## src/rtl/button_conditioner_if.sv

```systemverilog
// Button bundle between the board pins and the counter state machine.
// The conditioner uses the slave side; the pin/test driver uses the master side.
interface button_conditioner_if #(
    parameter int NUM_BTN = 3
);
    logic [NUM_BTN-1:0] btn_raw;
    logic [NUM_BTN-1:0] btn_level;
    logic [NUM_BTN-1:0] btn_press;
    logic [NUM_BTN-1:0] btn_release;
    logic               any_press;

    modport master (
        output btn_raw,
        input  btn_level,
        input  btn_press,
        input  btn_release,
        input  any_press
    );

    modport slave (
        input  btn_raw,
        output btn_level,
        output btn_press,
        output btn_release,
        output any_press
    );
endinterface

```

## src/rtl/button_conditioner.sv

```systemverilog
// Per-channel two-flop synchronizer, counter debouncer and press/release strobes.
// Optional auto-repeat press strobes are built when AUTOREPEAT_EN is defined.
module button_conditioner #(
    parameter int NUM_BTN         = 3,
    parameter int DEBOUNCE_CYCLES = 1000000,
    parameter int CNT_W           = 20,
    parameter int REPEAT_DELAY    = 50000000,
    parameter int REPEAT_PERIOD   = 10000000
) (
    input  logic                 clk,
    input  logic                 reset_n,
    button_conditioner_if.slave  bus
);

    if (DEBOUNCE_CYCLES < 2 || (CNT_W < 31 && DEBOUNCE_CYCLES > (1 << CNT_W)) ||
        REPEAT_DELAY < 1 || REPEAT_PERIOD < 1) begin : g_param_check
        $error("button_conditioner: illegal parameter combination");
    end

    localparam logic [CNT_W-1:0] CNT_TERM = CNT_W'(DEBOUNCE_CYCLES - 1);

    logic [NUM_BTN-1:0] s1_q, s2_q;
    logic [NUM_BTN-1:0] level_q, level_d;
    logic [NUM_BTN-1:0] press_q, press_d;
    logic [NUM_BTN-1:0] release_q, release_d;
    logic [NUM_BTN-1:0] rpt_fire;
    logic               any_q, any_d;
    logic [CNT_W-1:0]   cnt_q [NUM_BTN];
    logic [CNT_W-1:0]   cnt_d [NUM_BTN];

    // Counter only advances while the synchronized input disagrees with the level.
    always_comb begin
        level_d = level_q;
        for (int i = 0; i < NUM_BTN; i++) begin
            cnt_d[i] = '0;
            if (s2_q[i] != level_q[i]) begin
                if (cnt_q[i] == CNT_TERM) begin
                    level_d[i] = s2_q[i];
                end else begin
                    cnt_d[i] = cnt_q[i] + 1'b1;
                end
            end
        end
        release_d = level_q & ~level_d;
        press_d   = (~level_q & level_d) | rpt_fire;
        any_d     = |press_d;
    end

`ifdef AUTOREPEAT_EN
    localparam int RPT_MAX = (REPEAT_DELAY > REPEAT_PERIOD) ? REPEAT_DELAY : REPEAT_PERIOD;
    localparam int RPT_W   = $clog2(RPT_MAX + 1);
    localparam logic [RPT_W-1:0] DLY_TERM = RPT_W'(REPEAT_DELAY - 1);
    localparam logic [RPT_W-1:0] PER_TERM = RPT_W'(REPEAT_PERIOD - 1);

    logic [RPT_W-1:0]   rpt_q [NUM_BTN];
    logic [RPT_W-1:0]   rpt_d [NUM_BTN];
    logic [NUM_BTN-1:0] rep_q, rep_d;

    // Held only while the level is 1 before and after this edge, so press and
    // release edges both restart the repeat timing and never fire.
    always_comb begin
        for (int i = 0; i < NUM_BTN; i++) begin
            rpt_d[i]    = rpt_q[i];
            rep_d[i]    = rep_q[i];
            rpt_fire[i] = 1'b0;
            if (!level_q[i] || !level_d[i]) begin
                rpt_d[i] = '0;
                rep_d[i] = 1'b0;
            end else if ((!rep_q[i] && rpt_q[i] == DLY_TERM) ||
                         ( rep_q[i] && rpt_q[i] == PER_TERM)) begin
                rpt_fire[i] = 1'b1;
                rpt_d[i]    = '0;
                rep_d[i]    = 1'b1;
            end else begin
                rpt_d[i] = rpt_q[i] + 1'b1;
            end
        end
    end

    always_ff @(posedge clk or negedge reset_n) begin
        if (!reset_n) begin
            rep_q <= '0;
            for (int i = 0; i < NUM_BTN; i++) rpt_q[i] <= '0;
        end else begin
            rep_q <= rep_d;
            for (int i = 0; i < NUM_BTN; i++) rpt_q[i] <= rpt_d[i];
        end
    end
`else
    assign rpt_fire = '0;
`endif

    always_ff @(posedge clk or negedge reset_n) begin
        if (!reset_n) begin
            s1_q      <= '0;
            s2_q      <= '0;
            level_q   <= '0;
            press_q   <= '0;
            release_q <= '0;
            any_q     <= 1'b0;
            for (int i = 0; i < NUM_BTN; i++) cnt_q[i] <= '0;
        end else begin
            s1_q      <= bus.btn_raw;
            s2_q      <= s1_q;
            level_q   <= level_d;
            press_q   <= press_d;
            release_q <= release_d;
            any_q     <= any_d;
            for (int i = 0; i < NUM_BTN; i++) cnt_q[i] <= cnt_d[i];
        end
    end

    assign bus.btn_level   = level_q;
    assign bus.btn_press   = press_q;
    assign bus.btn_release = release_q;
    assign bus.any_press   = any_q;

endmodule
```

## src/flat_wrapper.sv

```systemverilog
// flat-port wrapper written by rule: the top's interface ports become plain ports
module button_conditioner_flat 
#(
    parameter int NUM_BTN         = 3,
    parameter int DEBOUNCE_CYCLES = 1000000,
    parameter int CNT_W           = 20,
    parameter int REPEAT_DELAY    = 50000000,
    parameter int REPEAT_PERIOD   = 10000000
)
  (clk, reset_n, bus_btn_raw, bus_btn_level, bus_btn_press, bus_btn_release, bus_any_press);
  button_conditioner_if #(.NUM_BTN(NUM_BTN)) bus_i ();
  input  logic clk;
  input  logic reset_n;
  input wire logic [$bits(bus_i.btn_raw)-1:0] bus_btn_raw;
  output wire logic [$bits(bus_i.btn_level)-1:0] bus_btn_level;
  output wire logic [$bits(bus_i.btn_press)-1:0] bus_btn_press;
  output wire logic [$bits(bus_i.btn_release)-1:0] bus_btn_release;
  output wire logic [$bits(bus_i.any_press)-1:0] bus_any_press;
  assign bus_i.btn_raw = bus_btn_raw;
  assign bus_btn_level = bus_i.btn_level;
  assign bus_btn_press = bus_i.btn_press;
  assign bus_btn_release = bus_i.btn_release;
  assign bus_any_press = bus_i.any_press;
  button_conditioner #(.NUM_BTN(NUM_BTN), .DEBOUNCE_CYCLES(DEBOUNCE_CYCLES), .CNT_W(CNT_W), .REPEAT_DELAY(REPEAT_DELAY), .REPEAT_PERIOD(REPEAT_PERIOD)) u_core (.clk(clk), .reset_n(reset_n), .bus(bus_i));
endmodule
```

## config.mk

```make
export PLATFORM = sky130hd
export DESIGN_NAME = button_conditioner_flat
export DESIGN_NICKNAME = d
export VERILOG_FILES = /design/src/rtl/button_conditioner_if.sv /design/src/rtl/button_conditioner.sv /design/src/flat_wrapper.sv
export SDC_FILE = /design/constraint.sdc
export NUM_CORES = 1
export LEC_CHECK = 0
export CAP_MARGIN = 40
export CORE_UTILIZATION = 44
export DETAILED_ROUTE_END_ITERATION = 7
export PLACE_DENSITY = 0.62
export RECOVER_POWER = 25
export SYNTH_ARGS = -nofsm -noshare
export SYNTH_HDL_FRONTEND = slang
export SYNTH_SLANG_ARGS = --single-unit
```

## constraint.sdc

```tcl
create_clock -name clk -period 5 [get_ports clk]
set_clock_uncertainty 0.1 [all_clocks]
set_input_delay 0.75 -clock clk [delete_from_list [all_inputs] [get_ports clk]]
set_output_delay 0.75 -clock clk [all_outputs]
set_load 0.03 [all_outputs]
```

==> flow_summary.toml <==
[synth]
synth_cell_types = 38
synth_nets = 353
synth_edf_count = 0
synthCells = 345
synth_seq_cells = 76
ys_seq_area_frac = 0.536
yosys_warnings = 0
syn_area_mm2 = 0.00355
syn_avg_cell_area_um2 = 10.3
async_flop_share = 1.00
synth-main-ff-cell = "dfrtp_1"

[sta]
worst_slack_ps = 2530
worst_hold_slack_ps = 256
tns_ps = 0
period_needed_ps = 2470
max_slew_margin = 0.391
drv_slew = 0
period_share = 0.494
grt_setup_unrepaired = "false"
fmax_mhz = 405
finalSetupViolations = 0
worst_pin_slew_ps = 914
finalHoldViolCount = 0

[power]
finalPower_mw = 1.15
combPwrFrac = 0.032
clkPwrFrac = 0.419
power_density_mw_per_mm2 = 288
p_int_uw = 883
p_seq_frac = 0.548
leakage_nw = 1.57
p_sw_frac = 0.233
p_sw_uw = 268
ir_drop_mv = 0.184

[routing]
drc = 0
via_count = 2575
ant_nets = 0
wl_um = 6500
drt-wirelength-per-cell_um = 13.8
dr.pass1.iters = 4
drtIter0Drc = 99
viasPerCell = 5.48

[die]
dieArea_mm2 = 0.00843
dieWidth_um = 91.8
rows = 32
ioPinCount = 15
core_mm2 = 0.00777
start_util = 0.457
die-height_um = 91.8

[setup_path]
endpoint_kind = "register"
criticalPathCategory = "register to register"
start_kind = "register"
cp_max_fo = 19
worstPathRequired_ps = 5120
critPathArrivalTime_ps = 2590

[finish]
utilization = 0.514
fin_nets = 371
instances_no_fill = 470
n_antenna_cell = 0
syn2layout_area_growth_pct = 12.5
fill_cells = 704
fin_area_mm2 = 0.00400
drive_gt1_frac = 0.0815

[place]
port-buffer-count = 14
dpl_cell_area_mm2 = 0.00379
hpwl_um = 4410
place_congestion = 0.803
dp.cells = 454
dpl_worst_slack_ps = 2570

[global_route]
grt_pass1_wl_um = 11500
gr-total-overflow = 0
grt_pass1_vias = 2488
grt_antenna_before_repair = 0
grt_max_degree = 64
grt.total_usage = 0.173

[clock_tree]
postCtsHoldBufs = 0
clock_sinks = 76
cts_setup_buffers = 0
cts-root-buf = "clkbuf_8"
clockBufferDepth = 2
ctsResizeCount = 0
clkTransAtPathRegs_ps = 80
cts_tree = "yes"
clock_latency_ps = 350
cts_max_level = 3
numCtsBuffers = 9

[status]
outcome = "complete, no violations"

[min_path]
hp-class = "register to register"

[flow_run]
maxCapViolations = 0
## worst paths after layout
| path | slack, ps | cells past startpoint | to | startpoint |
|---|---|---|---|---|
| setup / recovery | 2530 | 4 | u_core.cnt_q[47] | u_core.cnt_q[48] |
| hold / removal | 260 | 0 | u_core.s2_q[1] | u_core.s1_q[1] |
| setup reg to reg | 2530 | 4 | u_core.cnt_q[47] | u_core.cnt_q[48] |
| hold reg to reg | 260 | 0 | u_core.s2_q[1] | u_core.s1_q[1] |
| max in group asynchronous | 3590 | 2 | u_core.bus.btn_level[1] | reset_n |
| min in group asynchronous | 410 | 1 | u_core.cnt_q[56] | reset_n |
## state kept, by name (all words and copies together), names as in the netlist
register                flops
u_core.bus.btn_level        3
u_core.bus.btn_press        3
u_core.cnt_q               60
u_core.bus.any_press        1
u_core.s2_q                 3
u_core.bus.btn_release      3
u_core.s1_q                 3
## cells by family (layout without fill, tap and decap cells)
family / count (synthesis) / in the layout / synth area share
and+or+nand+nor: 160 / 160 / 0.245
buffers and inverters: 22 / 45 / 0.0307
xor gates and xnor gates: 38 / 38 / 0.0938
DFF: 76 / 76 / 0.536
adders and majority gates: 3 / 3 / 0.0106
muxes: 2 / 2 / 0.00634
AOI/OAI and AO/OA: 44 / 44 / 0.0775
## synth_stat cells, drive strengths merged, types with 2 or more instances
cell type / count / area, µm²
or2: 3 / 18.8
o21ai: 11 / 66.3
and3: 9 / 56.3
xnor2: 25 / 219
nor3b: 2 / 20.0
nand4: 12 / 75.1
nor3: 9 / 45.0
or4b: 2 / 20.0
nor2: 43 / 161
a21oi: 19 / 95.1
mux2: 2 / 22.5
ha: 3 / 37.5
a21bo: 2 / 20.0
inv: 13 / 48.8
nand2: 17 / 63.8
nor4: 8 / 56.3
dfrtp: 76 / 1900
xor2: 13 / 114
and4: 2 / 17.5
buf: 4 / 41.3
o31ai: 10 / 75.1
nand3b: 3 / 22.5
clkbuf: 5 / 18.8
or4: 15 / 116
nand3: 22 / 110
or3: 11 / 68.8
## power by group through the flow
| stage | clock network (mW) | logic, mW | registers (mW) |
|---|---|---|---|
| 2_1_floorplan | 0 | 0.0182 | 0.641 |
| 3_3_place_gp | 0 | 0.0358 | 0.643 |
| 3_5_place_dp | 0 | 0.0392 | 0.644 |
| 4_1_cts | 0.500 | 0.0395 | 0.631 |
| 5_1_grt | 0.523 | 0.0439 | 0.633 |
| 6_report | 0.482 | 0.0372 | 0.631 |
## final cells by class
cell class,instances,area (µm²),area share
timing repair buffer,16,169,0.0423
tap,102,128,0.0319
multi-input combinational,247,1540,0.385
clock buffer,10,138,0.0345
sequential,76,1900,0.476
clock inverter,6,71.3,0.0179
inverter,13,48.8,0.0122
## critical path, cell delays in order, from the launching register on
cell	delay (ps)
dfrtp_1	430
or4b_2	690
nor4_1	550
a21bo_2	480
nor2_1	90
## routing by layer
metal,vias up,GRT usage,wire (µm)
met1,1256,0.239,3300
met4,0,0.0508,85
li1,1266,-,-
met2,45,0.259,2860
met5,-,0,0
met3,8,0.0564,253
## layout by cell type, fill, tap and decap left out, types with 3 or more instances in the layout
cell,n
a21oi_1,19
nor4_1,7
nand4_1,12
nor2_1,43
o21ai_0,9
dfrtp_1,76
and3_1,9
o31ai_1,10
nand2_1,17
nand3_1,22
xnor2_1,25
clkdlybuf4s50_1,13
or3_1,11
nor3_1,9
xor2_1,13
inv_1,13
nand3b_1,3
clkbuf_8,10
or4_1,14
ha_1,3
Power figures use the tool's default switching activity.
